**src/rtl/pila_retorno.sv**
```systemverilog
// Return-address stack (LIFO) beside the program counter; dout is the top entry for the PC mux.
// Latency: a push at edge N is visible on dout after edge N; dout is combinational from registered state.
// No backpressure: push on full / pop on empty are dropped and flagged; optional macro PILA_ERR_STICKY_EN makes flags sticky.
module pila_retorno #(
    parameter int WIDTH = 10,
    parameter int DEPTH = 8,
    parameter int PTR_W = $clog2(DEPTH)
) (
    input  logic             clk,
    input  logic             reset,
    input  logic             push,
    input  logic             pop,
    input  logic [WIDTH-1:0] din,
    output logic [WIDTH-1:0] dout,
    output logic             empty,
    output logic             full,
    output logic [PTR_W:0]   count,
    output logic             overflow,
    output logic             underflow
);

    localparam logic [PTR_W:0]   CNT_ONE = (PTR_W + 1)'(1);
    localparam logic [PTR_W:0]   CNT_MAX = (PTR_W + 1)'(DEPTH);
    localparam logic [PTR_W-1:0] PTR_ONE = PTR_W'(1);

    // Occupancy class, decoded from count only; there is no separate state register.
    typedef enum logic [1:0] {
        ST_EMPTY,
        ST_PARTIAL,
        ST_FULL
    } state_e;

    state_e             state;
    logic [WIDTH-1:0]   mem_q [DEPTH];
    logic [PTR_W-1:0]   sp_q, sp_d;
    logic [PTR_W:0]     count_q, count_d;
    logic               ovf_q, unf_q;
    logic               ovf_evt, unf_evt;
    logic               wr_en;
    logic [PTR_W-1:0]   wr_addr;
    logic [PTR_W-1:0]   top_addr;

    // sp wraps to 0 when full, so sp-1 still addresses the top entry.
    assign top_addr = sp_q - PTR_ONE;

    // Classify occupancy from the registered count.
    always_comb begin
        state = ST_PARTIAL;
        if (count_q == '0) begin
            state = ST_EMPTY;
        end else if (count_q == CNT_MAX) begin
            state = ST_FULL;
        end
    end

    // Next pointer/count, memory write request and error events for this cycle.
    always_comb begin
        sp_d    = sp_q;
        count_d = count_q;
        wr_en   = 1'b0;
        wr_addr = sp_q;
        ovf_evt = 1'b0;
        unf_evt = 1'b0;
        unique case (state)
            ST_EMPTY: begin
                // Push+pop on an empty stack behaves as a plain push.
                if (push) begin
                    wr_en   = 1'b1;
                    sp_d    = sp_q + PTR_ONE;
                    count_d = count_q + CNT_ONE;
                end else if (pop) begin
                    unf_evt = 1'b1;
                end
            end
            ST_PARTIAL: begin
                if (push && pop) begin
                    wr_en   = 1'b1;
                    wr_addr = top_addr;
                end else if (push) begin
                    wr_en   = 1'b1;
                    sp_d    = sp_q + PTR_ONE;
                    count_d = count_q + CNT_ONE;
                end else if (pop) begin
                    sp_d    = top_addr;
                    count_d = count_q - CNT_ONE;
                end
            end
            ST_FULL: begin
                if (push && pop) begin
                    wr_en   = 1'b1;
                    wr_addr = top_addr;
                end else if (push) begin
                    ovf_evt = 1'b1;
                end else if (pop) begin
                    sp_d    = top_addr;
                    count_d = count_q - CNT_ONE;
                end
            end
            default: begin
                sp_d    = sp_q;
                count_d = count_q;
            end
        endcase
    end

    // Pointer, count and error-flag registers.
    always_ff @(posedge clk or posedge reset) begin
        if (reset) begin
            sp_q    <= '0;
            count_q <= '0;
            ovf_q   <= 1'b0;
            unf_q   <= 1'b0;
        end else begin
            sp_q    <= sp_d;
            count_q <= count_d;
`ifdef PILA_ERR_STICKY_EN
            ovf_q   <= ovf_q | ovf_evt;
            unf_q   <= unf_q | unf_evt;
`else
            ovf_q   <= ovf_evt;
            unf_q   <= unf_evt;
`endif
        end
    end

    // Entry storage; contents are don't-care after reset since count gates every read.
    always_ff @(posedge clk) begin
        if (wr_en) begin
            mem_q[wr_addr] <= din;
        end
    end

    assign dout      = (state == ST_EMPTY) ? '0 : mem_q[top_addr];
    assign empty     = (state == ST_EMPTY);
    assign full      = (state == ST_FULL);
    assign count     = count_q;
    assign overflow  = ovf_q;
    assign underflow = unf_q;

endmodule

```
**config.mk**
```make
export PLATFORM = sky130hd
export DESIGN_NAME = pila_retorno
export DESIGN_NICKNAME = d
export VERILOG_FILES = /design/src/rtl/pila_retorno.sv
export SDC_FILE = /design/constraint.sdc
export NUM_CORES = 1
export LEC_CHECK = 0
export ABC_AREA = 1
export CORE_MARGIN = 2
export CORE_UTILIZATION = 38
export CTS_BUF_LIST = sky130_fd_sc_hd__clkbuf_16
export CTS_CLUSTER_DIAMETER = 50
export DETAILED_ROUTE_END_ITERATION = 16
export PLACE_DENSITY = 0.64
export SYNTH_ARGS = -nofsm -noshare
export SYNTH_HDL_FRONTEND = slang
export SYNTH_SLANG_ARGS = --single-unit
```
**constraint.sdc**
```tcl
create_clock -name clk -period 2.35 [get_ports clk]
set_clock_uncertainty 0.05 [all_clocks]
set_input_delay 0.47 -clock clk [delete_from_list [all_inputs] [get_ports clk]]
set_output_delay 0.47 -clock clk [all_outputs]
set_load 0.005 [all_outputs]
```
==> impl_metrics.csv, run 1 <==
group,metric,value,unit
drt,dr.pass1.iters,4,
worst_hold_path,hp-class,"input pin to async pin",
drt,finalWirelength,8.80,mm
final_layout,syn_to_final_growth,27.5,%
clock_tree,cts_root_buffer,"clkbuf_16",
synthesis,synth-edff-count,80,
clock_tree,cts_sinks,89,
timing,min_period,2.36,ns
timing,setup_tns,-0.0156,ns
timing,setup_viol_count_final,2,
clock_tree,clockBufferDepth,2,
grt,antenna_found_initial,0,
final_layout,final_cell_mix,"nand2_1, edfxtp_1, nor2_1",
critical_path,crit_arrival,1.84,ns
synthesis,synth_area_leader_cell,"edfxtp_1",
critical_path,cp-endpoint,"dout[8]",
synthesis,syn-cell-area,3950,sq um
final_layout,layout-drive-gt1-share,24.0,%
final_layout,fin_area,5040,sq um
floorplanning,fp.dieH,106,um
timing,fin_ws,-0.0145,ns
drt,drc_errors,0,
grt,grt_first_pass_wirelength,13.8,mm
floorplanning,dieArea,11200,sq um
floorplanning,die_x,106,um
synthesis,avgSynthCellArea,11.0,sq um
floorplanning,io_pins,32,
critical_path,r2r_end,"mem_q[0][1]",
floorplanning,initial_core_util,38.6,%
place,place.port_buffers,31,
critical_path,reg2reg_slack,0.30,ns
grt,grt-ovfl-total,0,
drt,ant_nets,0,
timing,period_share,101,%
drt,wl_per_cell,15.7,um
drt,via_per_inst,5.01,
clock_tree,cts_buffers,9,
clock_tree,htreeDepth,3,
synthesis,async_reset_ff_share,10.1,%
timing,finalMaxSlewViolations,0,
critical_path,crit_path_end_kind,"output port",
clock_tree,cts_tree,"yes",
final_layout,final_common_cell,"nand2_1",
place,dpl_cell_area,4600,sq um
critical_path,required,1.83,ns
clock_tree,cts_hold_buffers,0,
outcome,run_status,"finished, violations left",
grt,grt_pass1_vias,2745,
critical_path,worstReg2RegStart,"count[1]",
power,power_leakage,1.99,nW
timing,slew_headroom,73.7,%
synthesis,seq_area_frac_synth,66.5,%
clock_tree,clock_latency,0.33,ns
drt,drt_iter0_drc,275,
synthesis,synth_top_flop_cell,"edfxtp_1",
power,powerDensity,1520,nW/um^2
timing,hold_violations,0,
critical_path,crit_fanout,8,
timing,tightest_slew,0.394,ns
critical_path,reg2reg_depth,9,
flow_run,maxCapViolations,0,
timing,rsz0062_at_grt,"true",
synthesis,yosys-top-cells-area,"edfxtp_1, nand2_1, dfrtp_1, nand3_1, nor2_1",
power,total_power,7.68,mW
final_layout,nNetsFinal,438,
timing,max_freq,0.423,GHz
synthesis,synth_cells,360,
drt,vias,2808,
critical_path,worstSetupPathType,"flip-flop to output port",
critical_path,crit_path_start_kind,"flip-flop",
floorplanning,rows,37,
synthesis,synth_seq_cells,89,
grt,grt_max_degree,44,
clock_tree,cts.reportedPaths.clkPinSlew,0.07,ns
synthesis,synth_warnings,0,
final_layout,diodes,0,
synthesis,yosysTopAreaCellShare,60.8,%
outcome,violations,"setup timing",
place,dp_hpwl,5.85,mm
synthesis,synth.distinct_cells,28,
floorplanning,core-area,10200,sq um
grt,grtUsageTotal,16.1,%
synthesis,synthesis.nets,378,
place,routabilityCongestion,0.818,
critical_path,crit_start,"sp_q[0]",
power,max-vdd-ir-drop,0.000708,V
-- layout make-up --
class	count	area [sq um]
Fill cell	932	5190
Sequential cell	89	2630
Clock buffer	9	225
Inverter	19	76.3
Tap cell	136	170
Timing Repair Buffer	66	577
Clock inverter	7	78.8
Multi-Input combinational cell	235	1280
-- repair_timing --
| item | CTS | global route |
|---|---|---|
| setup buffers | 0 | 3 |
| setup endpoints to repair | 11 | 11 |
| pin swaps | 0 | 11 |
| gates resized for setup | 52 | 20 |
| cloned | 0 | 1 |
-- kinds of logic after synthesis --
kind of cell	Yosys count	share of synthesized area [%]
buffers and inverters	36	3.80
xor gates and xnor gates	4	1.08
adders and majority gates	4	1.27
DFF	89	66.5
AOI/OAI and AO/OA	38	5.95
and+or+nand+nor	189	21.4
-- sequential cells by signal (all words and copies together) (netlist names) --
signal     count
count          4
mem_q         80
overflow       1
sp_q           3
underflow      1
-- through the flow --
step	cells	hold slack, ns	util (%)	worst slack [ns]
finish	561	0.374	49.2	-0.0145
CTS	557	0.382	48.1	0.000170
floorplan	360	0.248	-	0.0105
global placement	541	0.494	44.9	-0.0712
global route	561	0.395	49.2	-0.0915
detailed placement	541	0.504	44.9	-0.0833
-- per-layer routing --
layer | vias to the layer above | GRT usage [%] | share of wire (%)
met5 | - | 0 | 0
li1 | 1353 | - | -
met2 | 76 | 27.0 | 48
met3 | 16 | 4.29 | 5.4
met1 | 1363 | 20.4 | 45
met4 | 0 | 4.98 | 2.1
-- worst max-delay path, stage by stage, from the launching register on --
cell and delay, ns:
dfrtp_1 0.38, inv_2 0.07, ha_4 0.30, inv_6 0.05, buf_12 0.14, nand3_2 0.06, nand2_1 0.05, nand2_1 0.05
nand2_1 0.06, a31oi_2 0.20, buf_2 0.15
-- worst min-delay path by stage --
| stage | to | slack [ns] | from | cells past startpoint |
|---|---|---|---|---|
| after detailed placement | count[2] | 0.50 | count[2] | 2 |
| final | count[2] | 0.37 | reset | 2 |
| after global placement | count[2] | 0.49 | count[2] | 2 |
| after floorplan | count[0] | 0.25 | reset | 1 |
| after global routing | count[0] | 0.39 | reset | 2 |
| after CTS | count[0] | 0.38 | reset | 2 |
-- cell usage after synthesis (all sizes together), types with 3 or more instances --
master	instances
a31oi	10
buf	10
clkbuf	7
dfrtp	9
edfxtp	80
ha	4
inv	19
nand2	114
nand3	27
nor2	33
nor3	3
o211ai	10
o21ai	18
or2	10
xnor2	3
-- where the power goes --
part	leakage, nW	switching, mW	internal (mW)
Sequential	0.842	0.119	2.10
Combinational	1.00	2.28	1.75
Clock	0.149	0.595	0.834
Power figures use the tool's default switching activity.
==> inputs of run 2 (changes only) <==
- MAX_ROUTING_LAYER: default -> met4
- PLACE_DENSITY: 0.64 -> 0.62
- clock period: 2.35 -> 2.6 ns (I/O delays scaled with it)
==> run 2 against run 1 <==
Net effect:
- the run now ends clean
- worst hold slack improved by 0.048 ns
- utilization is 0.89 points lower
- sequential share of layout area grew 0.96 points
- register-to-register slack gained 0.16 ns
- total power shrank 11%
- flip-flop and latch count unchanged
- combinational power decreased by 17%
- count of clock-buffer cells in the layout stayed put
- sequential power decreased by 9.9%
- final area down 1.8%
- global-route usage grew 0.88 points
==> impl_metrics.csv, run 2 (same netlist as run 1, synthesis figures left out) <==
group,metric,value,unit
outcome,run_status,"complete, no violations",
floorplanning,core-area,10200,sq um
timing,finalMaxSlewViolations,0,
critical_path,worstSetupPathType,"flip-flop to output port",
power,max-vdd-ir-drop,0.000659,V
timing,rsz0062_at_grt,"true",
final_layout,diodes,0,
grt,antenna_found_initial,0,
grt,grt-ovfl-total,0,
floorplanning,initial_core_util,38.6,%
timing,setup_viol_count_final,0,
place,place.port_buffers,31,
power,combPwrFrac,48.9,%
floorplanning,die_x,106,um
clock_tree,cts.reportedPaths.clkPinSlew,0.06,ns
drt,vias,2703,
power,netSwitchingFraction,38.5,%
floorplanning,fp.dieH,106,um
final_layout,largest_register_ffs,80,
clock_tree,htreeDepth,3,
clock_tree,clockBufferDepth,2,
final_layout,layout-drive-gt1-share,19.5,%
power,powerDensity,1390,nW/um^2
place,place_inst,535,
timing,max_freq,0.394,GHz
power,power_leakage,1.96,nW
drt,ant_nets,0,
floorplanning,io_pins,32,
timing,slew_headroom,72.8,%
floorplanning,dieArea,11200,sq um
drt,wl_per_cell,15.6,um
worst_hold_path,hp-class,"input pin to async pin",
clock_tree,cts_hold_buffers,0,
place,dp_hpwl,5.73,mm
grt,grt_max_degree,44,
drt,via_per_inst,4.91,
critical_path,crit_arrival,1.97,ns
clock_tree,cts_sinks,89,
clock_tree,clock_latency,0.34,ns
final_layout,top_register,"mem_q",
final_layout,final_cell_mix,"nand2_1, edfxtp_1, nor2_1",
timing,min_period,2.54,ns
drt,dr.pass1.iters,4,
flow_run,maxCapViolations,0,
final_layout,syn_to_final_growth,25.2,%
grt,grt_pass1_vias,2718,
drt,drc_errors,0,
place,routabilityCongestion,0.802,
timing,tightest_slew,0.408,ns
power,switchingPower,2.64,mW
power,p_seq_share,29.2,%
critical_path,crit_fanout,10,
grt,grt_first_pass_wirelength,14.1,mm
timing,hold_violations,0,
timing,whs,0.422,ns
power,p_int,4.22,mW
critical_path,crit_path_start_kind,"flip-flop",
power,pwr-share-clk,21.9,%
critical_path,crit_path_end_kind,"output port",
clock_tree,cts_buffers,9,
final_layout,stdcell_count,551,
clock_tree,cts_root_buffer,"clkbuf_16",
drt,finalWirelength,8.62,mm
grt,grtUsageTotal,17.0,%
drt,drt_iter0_drc,210,
clock_tree,cts_setup_buffers,0,
final_layout,final_common_cell,"nand2_1",
floorplanning,rows,37,
clock_tree,cts_tree,"yes",
final_layout,nNetsFinal,428,
timing,period_share,97.7,%
critical_path,required,2.03,ns
-- run 2: cell count changes in the layout (fill, tap and decap cells not counted), moves of 3 or more --
cell,delta
nand3_1,+7
nand2_1,+3
buf_4,-7
nand2_2,-3
nand3_2,-6
a31oi_1,-6
buf_2,-10
clkbuf_2,+7
a31oi_2,+6
-- run 2: area by class of cell --
cell class                 instances  area, sq um
tap                              136          170
inverter                          19         71.3
multi-input combinational        235         1240
clock inverter                     7          123
fill                             912         5290
clock buffer                       9          225
sequential                        89         2630
timing repair buffer              56          490
-- run 2: metrics by stage --
step	area [sq um]	utilization, %	power [mW]	setup TNS, ns	setup WS [ns]
global placement	4550	44.5	5.38	0	0.0955
detailed placement	4550	44.5	5.39	0	0.0701
global route	4950	48.3	7.37	-0.130	-0.118
finish	4950	48.3	6.86	0	0.0608
CTS	4920	48.1	6.85	-0.712	-0.247
floorplan	3950	-	3.91	0	0.260
-- run 2: critical path, cell delays in order (launching register included) --
cell and delay (ns):
dfrtp_1 0.38, inv_2 0.07, ha_4 0.28, inv_2 0.06, buf_4 0.18, nand3_1 0.08, nand2_1 0.05, nand2_1 0.06
nand2_1 0.05, a31oi_1 0.16, dlygate4sd2_1 0.25
-- run 2: final timing paths --
path	start	endpoint	slack, ns	cells after the start
worst min register to register	count[0]	count[0]	0.50	2
worst max-delay path	sp_q[0]	dout[6]	0.06	10
min in group clk	count[0]	count[0]	0.50	2
worst min-delay path	reset	sp_q[2]	0.42	2
max in group asynchronous	reset	count[3]	1.79	2
worst max register to register	count[0]	mem_q[6][0]	0.46	8
-- run 2: repair_timing --
action | in CTS | in global routing
pin swaps | 0 | 1
endpoints found under the setup margin | 10 | 11
resized for setup | 12 | 26
-- run 2: metal layers --
layer,track usage [%],share of wire (%),up-vias
li1,-,-,1330
met3,3.80,4.5,7
met5,-,0,-
met1,21.1,44,1292
met2,28.2,51,74
met4,4.61,0.64,0
-- run 2: power groups by stage --
| stage | Clock (mW) | Combinational [mW] | Sequential (mW) |
|---|---|---|---|
| floorplan | 0 | 1.89 | 2.02 |
| global placement | 0 | 3.35 | 2.02 |
| detailed placement | 0 | 3.36 | 2.03 |
| CTS | 1.53 | 3.33 | 2.00 |
| global route | 1.59 | 3.75 | 2.03 |
| finish | 1.50 | 3.35 | 2.00 |
